File: src/rtl/rf_write_arbiter_pkg.sv
// Shared constants and encodings for the register-file write-port arbiter.
// Sizes mirror the register file and datapath word width.
package rf_write_arbiter_pkg;

   localparam int unsigned WORD_SIZE        = 16;
   localparam int unsigned NUM_MAX_REGISTER = 4;
   localparam int unsigned REG_AW           = 2;
   localparam int unsigned WAIT_MAX_DEFAULT = 3;

   typedef enum logic [1:0] {
      GNT_NONE = 2'd0,
      GNT_WB   = 2'd1,
      GNT_DBG  = 2'd2
   } gnt_t;

   typedef enum logic {
      ST_NORMAL  = 1'b0,
      ST_STARVED = 1'b1
   } starve_state_t;

endpackage

File: src/rtl/rf_starve_counter.sv
// Counts consecutive cycles a DBG request is held off and raises the
// forced-grant flag once the wait reaches WAIT_MAX.
module rf_starve_counter #(
   parameter int unsigned WAIT_MAX = 3
)(
   input  logic clk,
   input  logic reset,
   input  logic dbg_valid,
   input  logic dbg_ready,
   output logic dbg_starved
);
   import rf_write_arbiter_pkg::*;

   localparam int unsigned  CW      = $clog2(WAIT_MAX + 1);
   localparam logic [CW-1:0] CNT_MAX = CW'(WAIT_MAX);

   logic [CW-1:0] count;
   logic [CW-1:0] count_next;
   starve_state_t state;
   starve_state_t state_next;

   always_ff @(posedge clk) begin
      if (reset) begin
         count <= '0;
         state <= ST_NORMAL;
      end else begin
         count <= count_next;
         state <= state_next;
      end
   end

   // The state is fully determined by the next count, so leaving STARVED on a
   // grant or a dropped request falls out of the count clearing to zero.
   always_comb begin
      count_next = '0;
      state_next = ST_NORMAL;
      if (dbg_valid && !dbg_ready) begin
         count_next = (count == CNT_MAX) ? count : count + CW'(1);
      end
      if (count_next == CNT_MAX) begin
         state_next = ST_STARVED;
      end
   end

   assign dbg_starved = (state == ST_STARVED);

endmodule

File: src/rtl/rf_write_arbiter.sv
// Arbitrates the single register-file write port between writeback and the
// debug/load port, registers the winning write and flags read hazards on it.
module rf_write_arbiter #(
   parameter int unsigned WORD_SIZE = rf_write_arbiter_pkg::WORD_SIZE,
   parameter int unsigned NUM_REG   = rf_write_arbiter_pkg::NUM_MAX_REGISTER,
   parameter int unsigned REG_AW    = rf_write_arbiter_pkg::REG_AW,
   parameter int unsigned WAIT_MAX  = rf_write_arbiter_pkg::WAIT_MAX_DEFAULT
)(
   input  logic                 clk,
   input  logic                 reset,
   input  logic                 wb_valid,
   input  logic [REG_AW-1:0]    wb_reg,
   input  logic [WORD_SIZE-1:0] wb_data,
   output logic                 wb_ready,
   input  logic                 dbg_valid,
   input  logic [REG_AW-1:0]    dbg_reg,
   input  logic [WORD_SIZE-1:0] dbg_data,
   output logic                 dbg_ready,
   input  logic [REG_AW-1:0]    rd_idx1,
   input  logic [REG_AW-1:0]    rd_idx2,
   output logic                 rd_hazard1,
   output logic                 rd_hazard2,
   output logic                 rf_reg_write,
   output logic [REG_AW-1:0]    rf_write_reg,
   output logic [WORD_SIZE-1:0] rf_write_data,
   output logic                 dbg_starved
);
   import rf_write_arbiter_pkg::*;

   gnt_t grant;

   // WB wins by default; a starved DBG request overrides it. No grant while
   // in reset so nothing is accepted that the reset would then drop.
   always_comb begin
      grant = GNT_NONE;
      if (reset) begin
         grant = GNT_NONE;
      end else if (dbg_starved && dbg_valid) begin
         grant = GNT_DBG;
      end else if (wb_valid) begin
         grant = GNT_WB;
      end else if (dbg_valid) begin
         grant = GNT_DBG;
      end
   end

   assign wb_ready  = (grant == GNT_WB);
   assign dbg_ready = (grant == GNT_DBG);

   always_ff @(posedge clk) begin
      if (reset) begin
         rf_reg_write  <= 1'b0;
         rf_write_reg  <= '0;
         rf_write_data <= '0;
      end else if (grant == GNT_WB) begin
         rf_reg_write  <= 1'b1;
         rf_write_reg  <= wb_reg;
         rf_write_data <= wb_data;
      end else if (grant == GNT_DBG) begin
         rf_reg_write  <= 1'b1;
         rf_write_reg  <= dbg_reg;
         rf_write_data <= dbg_data;
      end else begin
         rf_reg_write  <= 1'b0;
      end
   end

   rf_starve_counter #(
      .WAIT_MAX (WAIT_MAX)
   ) u_starve (
      .clk         (clk),
      .reset       (reset),
      .dbg_valid   (dbg_valid),
      .dbg_ready   (dbg_ready),
      .dbg_starved (dbg_starved)
   );

   // Indices beyond a smaller-than-2^REG_AW file can never alias a real write.
   function automatic logic in_range(input logic [REG_AW-1:0] idx);
      return (32'(idx) < NUM_REG);
   endfunction

   assign rd_hazard1 = rf_reg_write && (rd_idx1 == rf_write_reg) && in_range(rd_idx1);
   assign rd_hazard2 = rf_reg_write && (rd_idx2 == rf_write_reg) && in_range(rd_idx2);

endmodule

File: config.mk
export PLATFORM = sky130hd
export DESIGN_NAME = rf_write_arbiter
export DESIGN_NICKNAME = d
export VERILOG_FILES = /design/src/rtl/rf_write_arbiter_pkg.sv /design/src/rtl/rf_starve_counter.sv /design/src/rtl/rf_write_arbiter.sv
export SDC_FILE = /design/constraint.sdc
export NUM_CORES = 1
export LEC_CHECK = 0
export ABC_AREA = 0
export CAP_MARGIN = 25
export CORE_MARGIN = 2
export CORE_UTILIZATION = 50
export DETAILED_ROUTE_END_ITERATION = 6
export DONT_BUFFER_PORTS = 1
export PLACE_DENSITY = 0.69
export SLEW_MARGIN = 20
export SYNTH_ARGS = -nofsm -noshare
export SYNTH_HDL_FRONTEND = slang
export SYNTH_SLANG_ARGS = --single-unit
File: constraint.sdc
create_clock -name clk -period 2.3 [get_ports clk]
set_input_delay 0.46 -clock clk [delete_from_list [all_inputs] [get_ports clk]]
set_output_delay 0.46 -clock clk [all_outputs]
set_load 0.05 [all_outputs]
### Word level (Yosys, flattened, before mapping)

Cells that the tools add are included.

* flip-flop bits (word level): 22
* latch bits: 0
* bits in writable memories: 0
* memory bits (read-only): 0
* input bits: 44
* output and inout port bits: 24
* word-level logic and storage cells: 31
* memories: 0

* add/sub/neg operators: 1
* multiply operators: 0
* divide/modulo/power cells: 0
* order comparisons: 0
* equality and inequality tests: 6
* shifts and indexed selects: 0
* muxes and demuxes: 13
* bitwise operators: 0
* reductions and logical operators: 6

Operators by type and width (count)
* 16-bit two-way mux: 2
* 2-bit two-way mux: 8
* 2-bit equality test (second input constant): 3
* 2-bit equality test: 2
* 1-bit logical AND: 4
* 1-bit two-way mux: 3
* 2-bit by 1-bit adder with 2-bit output (second input constant): 1
* 2-bit by 1-bit equality test with 1-bit output (second input constant): 1
* 2-bit nonzero test: 1
* 1-bit zero test: 1

### Longest topological paths before layout

Gate-level depths: netlist of the first run.

* depth in word-level cells: 10
* gate-level depth with buffers: 7
* gate-level depth less buffers: 5

### Cells and area by module

Synthesis of the first run repeated with hierarchy kept, for this count alone.

* cell total of the unflattened synthesis: 104
* area, all modules: 1082.3 um2

Modules (own cells, without submodules)
* rf_write_arbiter: times used 1, cells each 96, area an instance 983.4 um2, seq. area each 380.4 um2
* rf_starve_counter: times used 1, cells each 8, area an instance 98.8 um2, seq. area each 60.1 um2

### Worst setup path before layout of the first run

No wires, ideal clock.

* kind: register to register
* start point: reg u_starve.state (netlist: u_starve.dbg_starved)
* end point: reg rf_write_data[0]
* setup time: 0.086 ns
* arrival: 1.989 ns
* required time: 2.214 ns
* slack: 0.226 ns
* cell stages (with the launch flop): 8
* period minus slack after synthesis: 2.074 ns
* path through: dfxtp_1 -> nand2_1 -> and3b_1 -> ha_1 -> buf_6 -> buf_12 -> mux2i_1 -> a211oi_1

* longest elaborated chain between the ends: 5

RTL lines
* start: declaration: line rf_starve_counter.sv:19 `starve_state_t state;`
* start signal: assignment: line rf_starve_counter.sv:28 `state <= state_next;`
* 1-bit logical AND *: line rf_write_arbiter.sv:38 `end else if (dbg_starved && dbg_valid) begin`
* 2-bit two-way mux *: line rf_write_arbiter.sv:38
* 2-bit two-way mux *: line rf_write_arbiter.sv:36 `if (reset) begin`
* 2-bit by 1-bit equality test with 1-bit output *
* net wb_ready: line rf_write_arbiter.sv:14 `output logic wb_ready,`
* 16-bit two-way mux / 2-bit nonzero test (equally long branches)
* end signal: assignment: line rf_write_arbiter.sv:58 `rf_write_data <= wb_data;`
* end signal: assignment: line rf_write_arbiter.sv:62 `rf_write_data <= dbg_data;`
* end: declaration: line rf_write_arbiter.sv:25 `output logic [WORD_SIZE-1:0] rf_write_data,`

The timed path passes the listed nets; every way through them passes the cells marked *.
A chain may end at the register's enable or synchronous reset.

### Worst setup path after layout of the first run

* start point: reg u_starve.state (netlist: u_starve.dbg_starved)
* end point: out wb_ready

* longest elaborated chain between the ends: 4

RTL lines
* 1-bit logical AND: line rf_write_arbiter.sv:38
* 2-bit two-way mux: line rf_write_arbiter.sv:38
* 2-bit two-way mux: line rf_write_arbiter.sv:36
* 2-bit by 1-bit equality test with 1-bit output: line rf_write_arbiter.sv:47 `assign wb_ready = (grant == GNT_WB);`
* end: declaration: line rf_write_arbiter.sv:14

Every way passes these cells.

==> load_flow_metrics.sql, run 1 <==
INSERT INTO impl_metrics (metric_group, metric, value, unit) VALUES
('outcome', 'outcome', 'finished, final reports clean', ''),
('setup_path', 'timing.critical_path.buf_inv', '1', ''),
('placement', 'gp_congestion', '0.665', ''),
('layout', 'syn2layout_area_growth', '6.51', '%'),
('global_route', 'grt.total_usage', '0.158', ''),
('clocking', 'latest_clock_arrival_within_the_worst_skew_pair', '300', 'ps'),
('logic_synthesis', 'syn-instance-count', '104', ''),
('sta', 'skew', '2.08', 'ps'),
('clocking', 'htreeDepth', '1', ''),
('pwr', 'ir_worst_vdd', '0.488', 'mV'),
('clocking', 'post_cts_resize_count', '0', ''),
('setup_path', 'master_of_the_slowest_instance_on_the_critical_path', 'sky130_fd_sc_hd__ha_2', ''),
('detailed_routing', 'routed_via_density', '5.50', ''),
('setup_path', 'worstPathCellList', 'nand2b_1 -> nand3b_1 -> ha_2 -> buf_12', ''),
('logic_synthesis', 'post_synth_instance_area', '1080', 'um2'),
('detailed_routing', 'drc', '0', ''),
('detailed_routing', 'drt-initial-drc-count', '8', ''),
('logic_synthesis', 'syn-num-nets', '150', ''),
('global_route', 'grt_first_pass_wirelength', '3020', 'um'),
('clocking', 'cts.hold.buffers_added', '0', ''),
('pwr', 'power.total', '890', 'uW'),
('sta', 'final_critical_path_setup_slack', '323', 'ps'),
('clocking', 'clock-sinks', '22', ''),
('die', 'placeableCoreArea', '2000', 'um2'),
('setup_path', 'critPathLaunchType', 'flip-flop', ''),
('sta', 'slew_headroom', '0.639', ''),
('logic_synthesis', 'yosys_most_used_dff', 'sky130_fd_sc_hd__dfxtp_1', ''),
('sta', 'setup-violations-final', '0', ''),
('sta', 'tightestPinTransition', '540', 'ps'),
('placement', 'place_ws', '395', 'ps'),
('logic_synthesis', 'yosysWarningCount', '0', ''),
('sta', 'setup_total_negative_slack', '0', 'ps'),
('pwr', 'leakage_power', '0.000422', 'uW'),
('logic_synthesis', 'yosys.cell_types.count', '23', ''),
('sta', 'slew_violations', '0', ''),
('setup_path', 'worst-endpoint-arrival', '1520', 'ps'),
('clocking', 'cts.clk_slew.worst_paths', '110', 'ps'),
('layout', 'mostFrequentLayoutCells', '22 x sky130_fd_sc_hd__dfxtp_1, 18 x sky130_fd_sc_hd__mux2i_1, 18 x sky130_fd_sc_hd__nor2b_1, 18 x sky130_fd_sc_hd__a211oi_1', ''),
('setup_path', 'timing.critical_path.max_delay_family', 'adder cells', ''),
('setup_path', 'r2r_slack', '420', 'ps'),
('detailed_routing', 'postRouteWirelength', '2030', 'um'),
('setup_path', 'cp_data_required_time', '1840', 'ps'),
('die', 'num_io_pins', '68', ''),
('clocking', 'post-cts-setup-buffer-count', '0', ''),
('logic_synthesis', 'ys_ff_latch', '22', ''),
('detailed_routing', 'avgRoutedWirePerCell', '15.2', 'um'),
('global_route', 'routing_usage_on_met3', '0.0893', ''),
('placement', 'detailed_place_hpwl', '1500', 'um'),
('global_route', 'grt_start_max_net_pins', '25', ''),
('die', 'floorplan.die_area', '2540', 'um2'),
('global_route', 'grt_antenna_before_repair', '0', ''),
('flow_run', 'maxCapViolations', '0', ''),
('setup_path', 'endpoint_kind', 'output port', ''),
('sta', 'min_period', '1980', 'ps'),
('layout', 'final_nets', '153', ''),
('clocking', 'tritoncts.num_buffers', '3', ''),
('layout', 'final_common_cell', 'sky130_fd_sc_hd__dfxtp_1', ''),
('detailed_routing', 'post_route_ant_nets', '0', ''),
('detailed_routing', 'detailedRoute.firstPassIterationCount', '2', ''),
('die', 'die_h', '50.4', 'um'),
('sta', 'finalCritPeriodShare', '0.860', ''),
('layout', 'largest_register_ffs', '16', ''),
('layout', 'layout.core_utilization', '0.573', ''),
('setup_path', 'class_of_the_most_critical_setup_path', 'flip-flop to output port', ''),
('global_route', 'grt_util_met2', '0.246', ''),
('detailed_routing', 'num_vias', '731', ''),
('sta', 'hold_viol', '0', ''),
('sta', 'rsz_0062_raised_after_global_routing', 'no', ''),
('placement', 'port_buffers', '0', ''),
('hold_path', 'hold_path_class', 'input pin to flip-flop', ''),
('logic_synthesis', 'number_of_flops_mapped_to_enable_cells_by_yosys', '0', '');
==> power by group <==
group	internal, uW	total (uW)	switching, uW
Clock	96.6	204	108
Combinational	68.9	154	85.1
Sequential	414	532	118
==> Yosys cell counts (2+ instances only) <==
library cell	count	share of area
sky130_fd_sc_hd__nor2b_1	18	0.10
sky130_fd_sc_hd__dfxtp_1	22	0.41
sky130_fd_sc_hd__xnor2_1	4	0.033
sky130_fd_sc_hd__nand3b_1	2	0.014
sky130_fd_sc_hd__and3_1	2	0.012
sky130_fd_sc_hd__a211oi_1	18	0.13
sky130_fd_sc_hd__clkbuf_1	3	0.010
sky130_fd_sc_hd__ha_1	2	0.023
sky130_fd_sc_hd__mux2i_1	18	0.17
sky130_fd_sc_hd__and3b_1	2	0.016
==> final cells by class <==
class	instances	area (um2)
fillers	176	856
multi-input cells	73	578
flip-flops and latches	22	440
repair buffers	5	50.0
clock buffers	4	36.3
well taps	27	33.8
inverters	2	7.51
==> cell families after synthesis <==
logic type	after synthesis	share of synthesized area
xor+xnor	4	0.0326
buf+inv	9	0.0558
fa+ha+maj	2	0.0233
mux	18	0.167
compound gates	20	0.140
simple gates	29	0.172
flops	22	0.409
==> stage by stage <==
stage / hold slack (ps) / std cells / cell area, um2
finish: 205 / 133 / 1150
global route: 178 / 133 / 1150
CTS: 198 / 133 / 1150
detailed placement: 446 / 129 / 1110
global placement: 429 / 129 / 1110
floorplan: 420 / 104 / 1080
==> metal layers <==
layer | up-vias | wire [um]
met5 | - | 0
met4 | 0 | 13
met3 | 2 | 217
met2 | 37 | 921
met1 | 317 | 873
li1 | 375 | -
==> worst paths after layout <==
| check | cells past startpoint | startpoint | to |
|---|---|---|---|
| worst max-delay path | 4 | u_starve.dbg_starved$_SDFF_PP0_ | wb_ready |
| worst min-delay path | 1 | reset | rf_reg_write$_SDFF_PP0_ |
| worst max register to register | 5 | u_starve.dbg_starved$_SDFF_PP0_ | rf_write_data[11]$_SDFFE_PP0P_ |
| worst min register to register | 1 | u_starve.count[0]$_SDFF_PP0_ | u_starve.count[0]$_SDFF_PP0_ |
Power figures use the tool's default switching activity.
==> inputs of run 2 (changes only) <==
- CAP_MARGIN: 25 -> not set
==> results of run 2 <==
Final layout, timing and power as in run 1 (identical DEF).
==> inputs of run 3 (changes only) <==
- CORE_UTILIZATION: 50 -> 45
- PLACE_DENSITY: 0.69 -> 0.64
==> run 3 against run 2 <==
Non-clock buffer count rose by 1; sequential power barely moved; sequential share of layout area rose by 0.13 points; register-to-register slack barely moved; die area rose by 10%; power barely moved; cell area fell by 0.33%; fmax rose by 0.98%; largest power group unchanged.
==> load_flow_metrics.sql, run 3 (synthesis results as in run 1) <==
INSERT INTO impl_metrics (metric_group, metric, value, unit) VALUES
('outcome', 'outcome', 'finished, final reports clean', ''),
('hold_path', 'worstHoldPathCells', '1', ''),
('flow_run', 'maxCapViolations', '0', ''),
('global_route', 'vias_in_the_first_global_route', '711', ''),
('pwr', 'leakage_power', '0.000424', 'uW'),
('global_route', 'grt_first_pass_wirelength', '3240', 'um'),
('placement', 'place_ws', '377', 'ps'),
('clocking', 'post_cts_resize_count', '0', ''),
('pwr', 'power_switching_share', '0.350', ''),
('clocking', 'tritoncts', 'built', ''),
('detailed_routing', 'detailedRoute.firstPassIterationCount', '3', ''),
('detailed_routing', 'avgRoutedWirePerCell', '15.4', 'um'),
('global_route', 'grt.total_usage', '0.158', ''),
('clocking', 'cts.hold.buffers_added', '0', ''),
('detailed_routing', 'postRouteWirelength', '2080', 'um'),
('layout', 'final_nets', '154', ''),
('pwr', 'internal-power', '578', 'uW'),
('sta', 'hold_viol', '0', ''),
('sta', 'slew_headroom', '0.643', ''),
('global_route', 'grt_antenna_before_repair', '0', ''),
('sta', 'setup_total_negative_slack', '0', 'ps'),
('setup_path', 'worst-endpoint-arrival', '1500', 'ps'),
('sta', 'max_clock_freq', '511', 'MHz'),
('detailed_routing', 'drc', '0', ''),
('setup_path', 'r2r_slack', '410', 'ps'),
('layout', 'final_common_cell', 'sky130_fd_sc_hd__dfxtp_1', ''),
('sta', 'slew_violations', '0', ''),
('sta', 'finalCritPeriodShare', '0.851', ''),
('sta', 'tightestPinTransition', '535', 'ps'),
('sta', 'final_critical_path_setup_slack', '342', 'ps'),
('die', 'placeableCoreArea', '2230', 'um2'),
('layout', 'multi_input_comb_area', '578', 'um2'),
('die', 'chipWidth', '52.9', 'um'),
('detailed_routing', 'post_route_ant_nets', '0', ''),
('clocking', 'htreeDepth', '1', ''),
('sta', 'skew', '4.46', 'ps'),
('pwr', 'ir_worst_vdd', '0.374', 'mV'),
('clocking', 'maximum_clock_insertion_buffer_count', '2', ''),
('detailed_routing', 'routed_via_density', '5.54', ''),
('sta', 'setup-violations-final', '0', ''),
('clocking', 'latest_clock_arrival_within_the_worst_skew_pair', '300', 'ps'),
('layout', 'largest_register_ffs', '16', ''),
('pwr', 'power.share.sequential', '0.597', ''),
('clocking', 'cts.clk_slew.worst_paths', '120', 'ps'),
('global_route', 'grt_remaining_overflow', '0', ''),
('global_route', 'grt_start_max_net_pins', '25', ''),
('layout', 'num_antenna_cells', '0', ''),
('setup_path', 'class_of_the_most_critical_setup_path', 'flip-flop to output port', ''),
('pwr', 'cellPowerDensity', '779', 'nW/um2'),
('pwr', 'p_switching', '312', 'uW'),
('layout', 'final.fill_count', '225', ''),
('placement', 'port_buffers', '0', ''),
('clocking', 'clock-sinks', '22', ''),
('layout', 'layout-drive-gt1-share', '0.112', ''),
('setup_path', 'critPathLaunchType', 'flip-flop', ''),
('detailed_routing', 'num_vias', '748', ''),
('die', 'floorplan.die_area', '2800', 'um2'),
('clocking', 'tritoncts.num_buffers', '3', ''),
('layout', 'syn2layout_area_growth', '6.16', '%'),
('die', 'initial_utilization', '0.482', ''),
('setup_path', 'worst-r2r-cell-count', '5', ''),
('clocking', 'post-cts-setup-buffer-count', '0', ''),
('sta', 'min_period', '1960', 'ps'),
('setup_path', 'path_max_fanout', '10', ''),
('die', 'num_io_pins', '68', ''),
('sta', 'rsz_0062_raised_after_global_routing', 'no', ''),
('layout', 'mostFrequentLayoutCells', '22 x sky130_fd_sc_hd__dfxtp_1, 18 x sky130_fd_sc_hd__mux2i_1, 18 x sky130_fd_sc_hd__nor2b_1, 18 x sky130_fd_sc_hd__a211oi_1, 6 x sky130_fd_sc_hd__buf_4', ''),
('pwr', 'share_clk_of_total_power', '0.232', ''),
('hold_path', 'hold_path_class', 'input pin to flip-flop', ''),
('clocking', 'clock_root_buffer', 'sky130_fd_sc_hd__clkbuf_4', ''),
('detailed_routing', 'drt-initial-drc-count', '11', ''),
('setup_path', 'cp_data_required_time', '1840', 'ps'),
('placement', 'gp_congestion', '0.593', ''),
('setup_path', 'endpoint_kind', 'output port', ''),
('die', 'rows', '17', ''),
('layout', 'final-seq-area', '440', 'um2'),
('pwr', 'pwr-share-comb', '0.171', ''),
('die', 'die_h', '52.9', 'um');
[run 3: cell count changes in the layout (fill, tap and decap cells not counted), sizes merged]
cell	previous run	this run
buf	5	6
[run 3: final timing paths]
| path | endpoint | startpoint |
|---|---|---|
| hold reg to reg | u_starve.count[0]$_SDFF_PP0_ | u_starve.count[0]$_SDFF_PP0_ |
| setup reg to reg | rf_write_data[12]$_SDFFE_PP0P_ | u_starve.dbg_starved$_SDFF_PP0_ |
| hold / removal | rf_write_data[1]$_SDFFE_PP0P_ | reset |
| setup / recovery | wb_ready | u_starve.dbg_starved$_SDFF_PP0_ |
[run 3: per-layer routing]
layer / global-route usage / share of wire / vias up
met5: 0 / 0 / -
met4: 0.0513 / 0 / 0
met3: 0.0480 / 0.099 / 0
met2: 0.273 / 0.49 / 36
met1: 0.185 / 0.41 / 336
li1: - / - / 376
[run 3: metrics by stage]
stage                     utilization  instances  total power (uW)  area (um2)  hold WS, ps
after CTS                       0.511        135               904        1140          197
final                           0.511        135               890        1140          215
after global placement          0.495        131               691        1110          429
after global routing            0.511        135               944        1140          179
after floorplan                     -        104               673        1080          420
after detailed placement        0.495        131               695        1110          445
[run 3: cell type report]
cell class,count,share of cell area
clock buffer,4,0.0318
timing repair buffer,6,0.0394
sequential,22,0.386
tap,28,0.0307
multi-input combinational,73,0.506
inverter,2,0.00657
[run 3: power groups by stage]
stage | Clock [uW] | Sequential [uW] | Combinational (uW)
after detailed placement | 0 | 542 | 153
after CTS | 218 | 533 | 154
after global routing | 239 | 537 | 168
after floorplan | 0 | 552 | 121
final | 207 | 531 | 152
after global placement | 0 | 541 | 150
[run 3: critical path, stage by stage (launching register included)]
cell and delay, ps:
sky130_fd_sc_hd__dfxtp_1 340, sky130_fd_sc_hd__nand2_1 80, sky130_fd_sc_hd__and3b_1 160, sky130_fd_sc_hd__ha_2 360
sky130_fd_sc_hd__buf_4 260
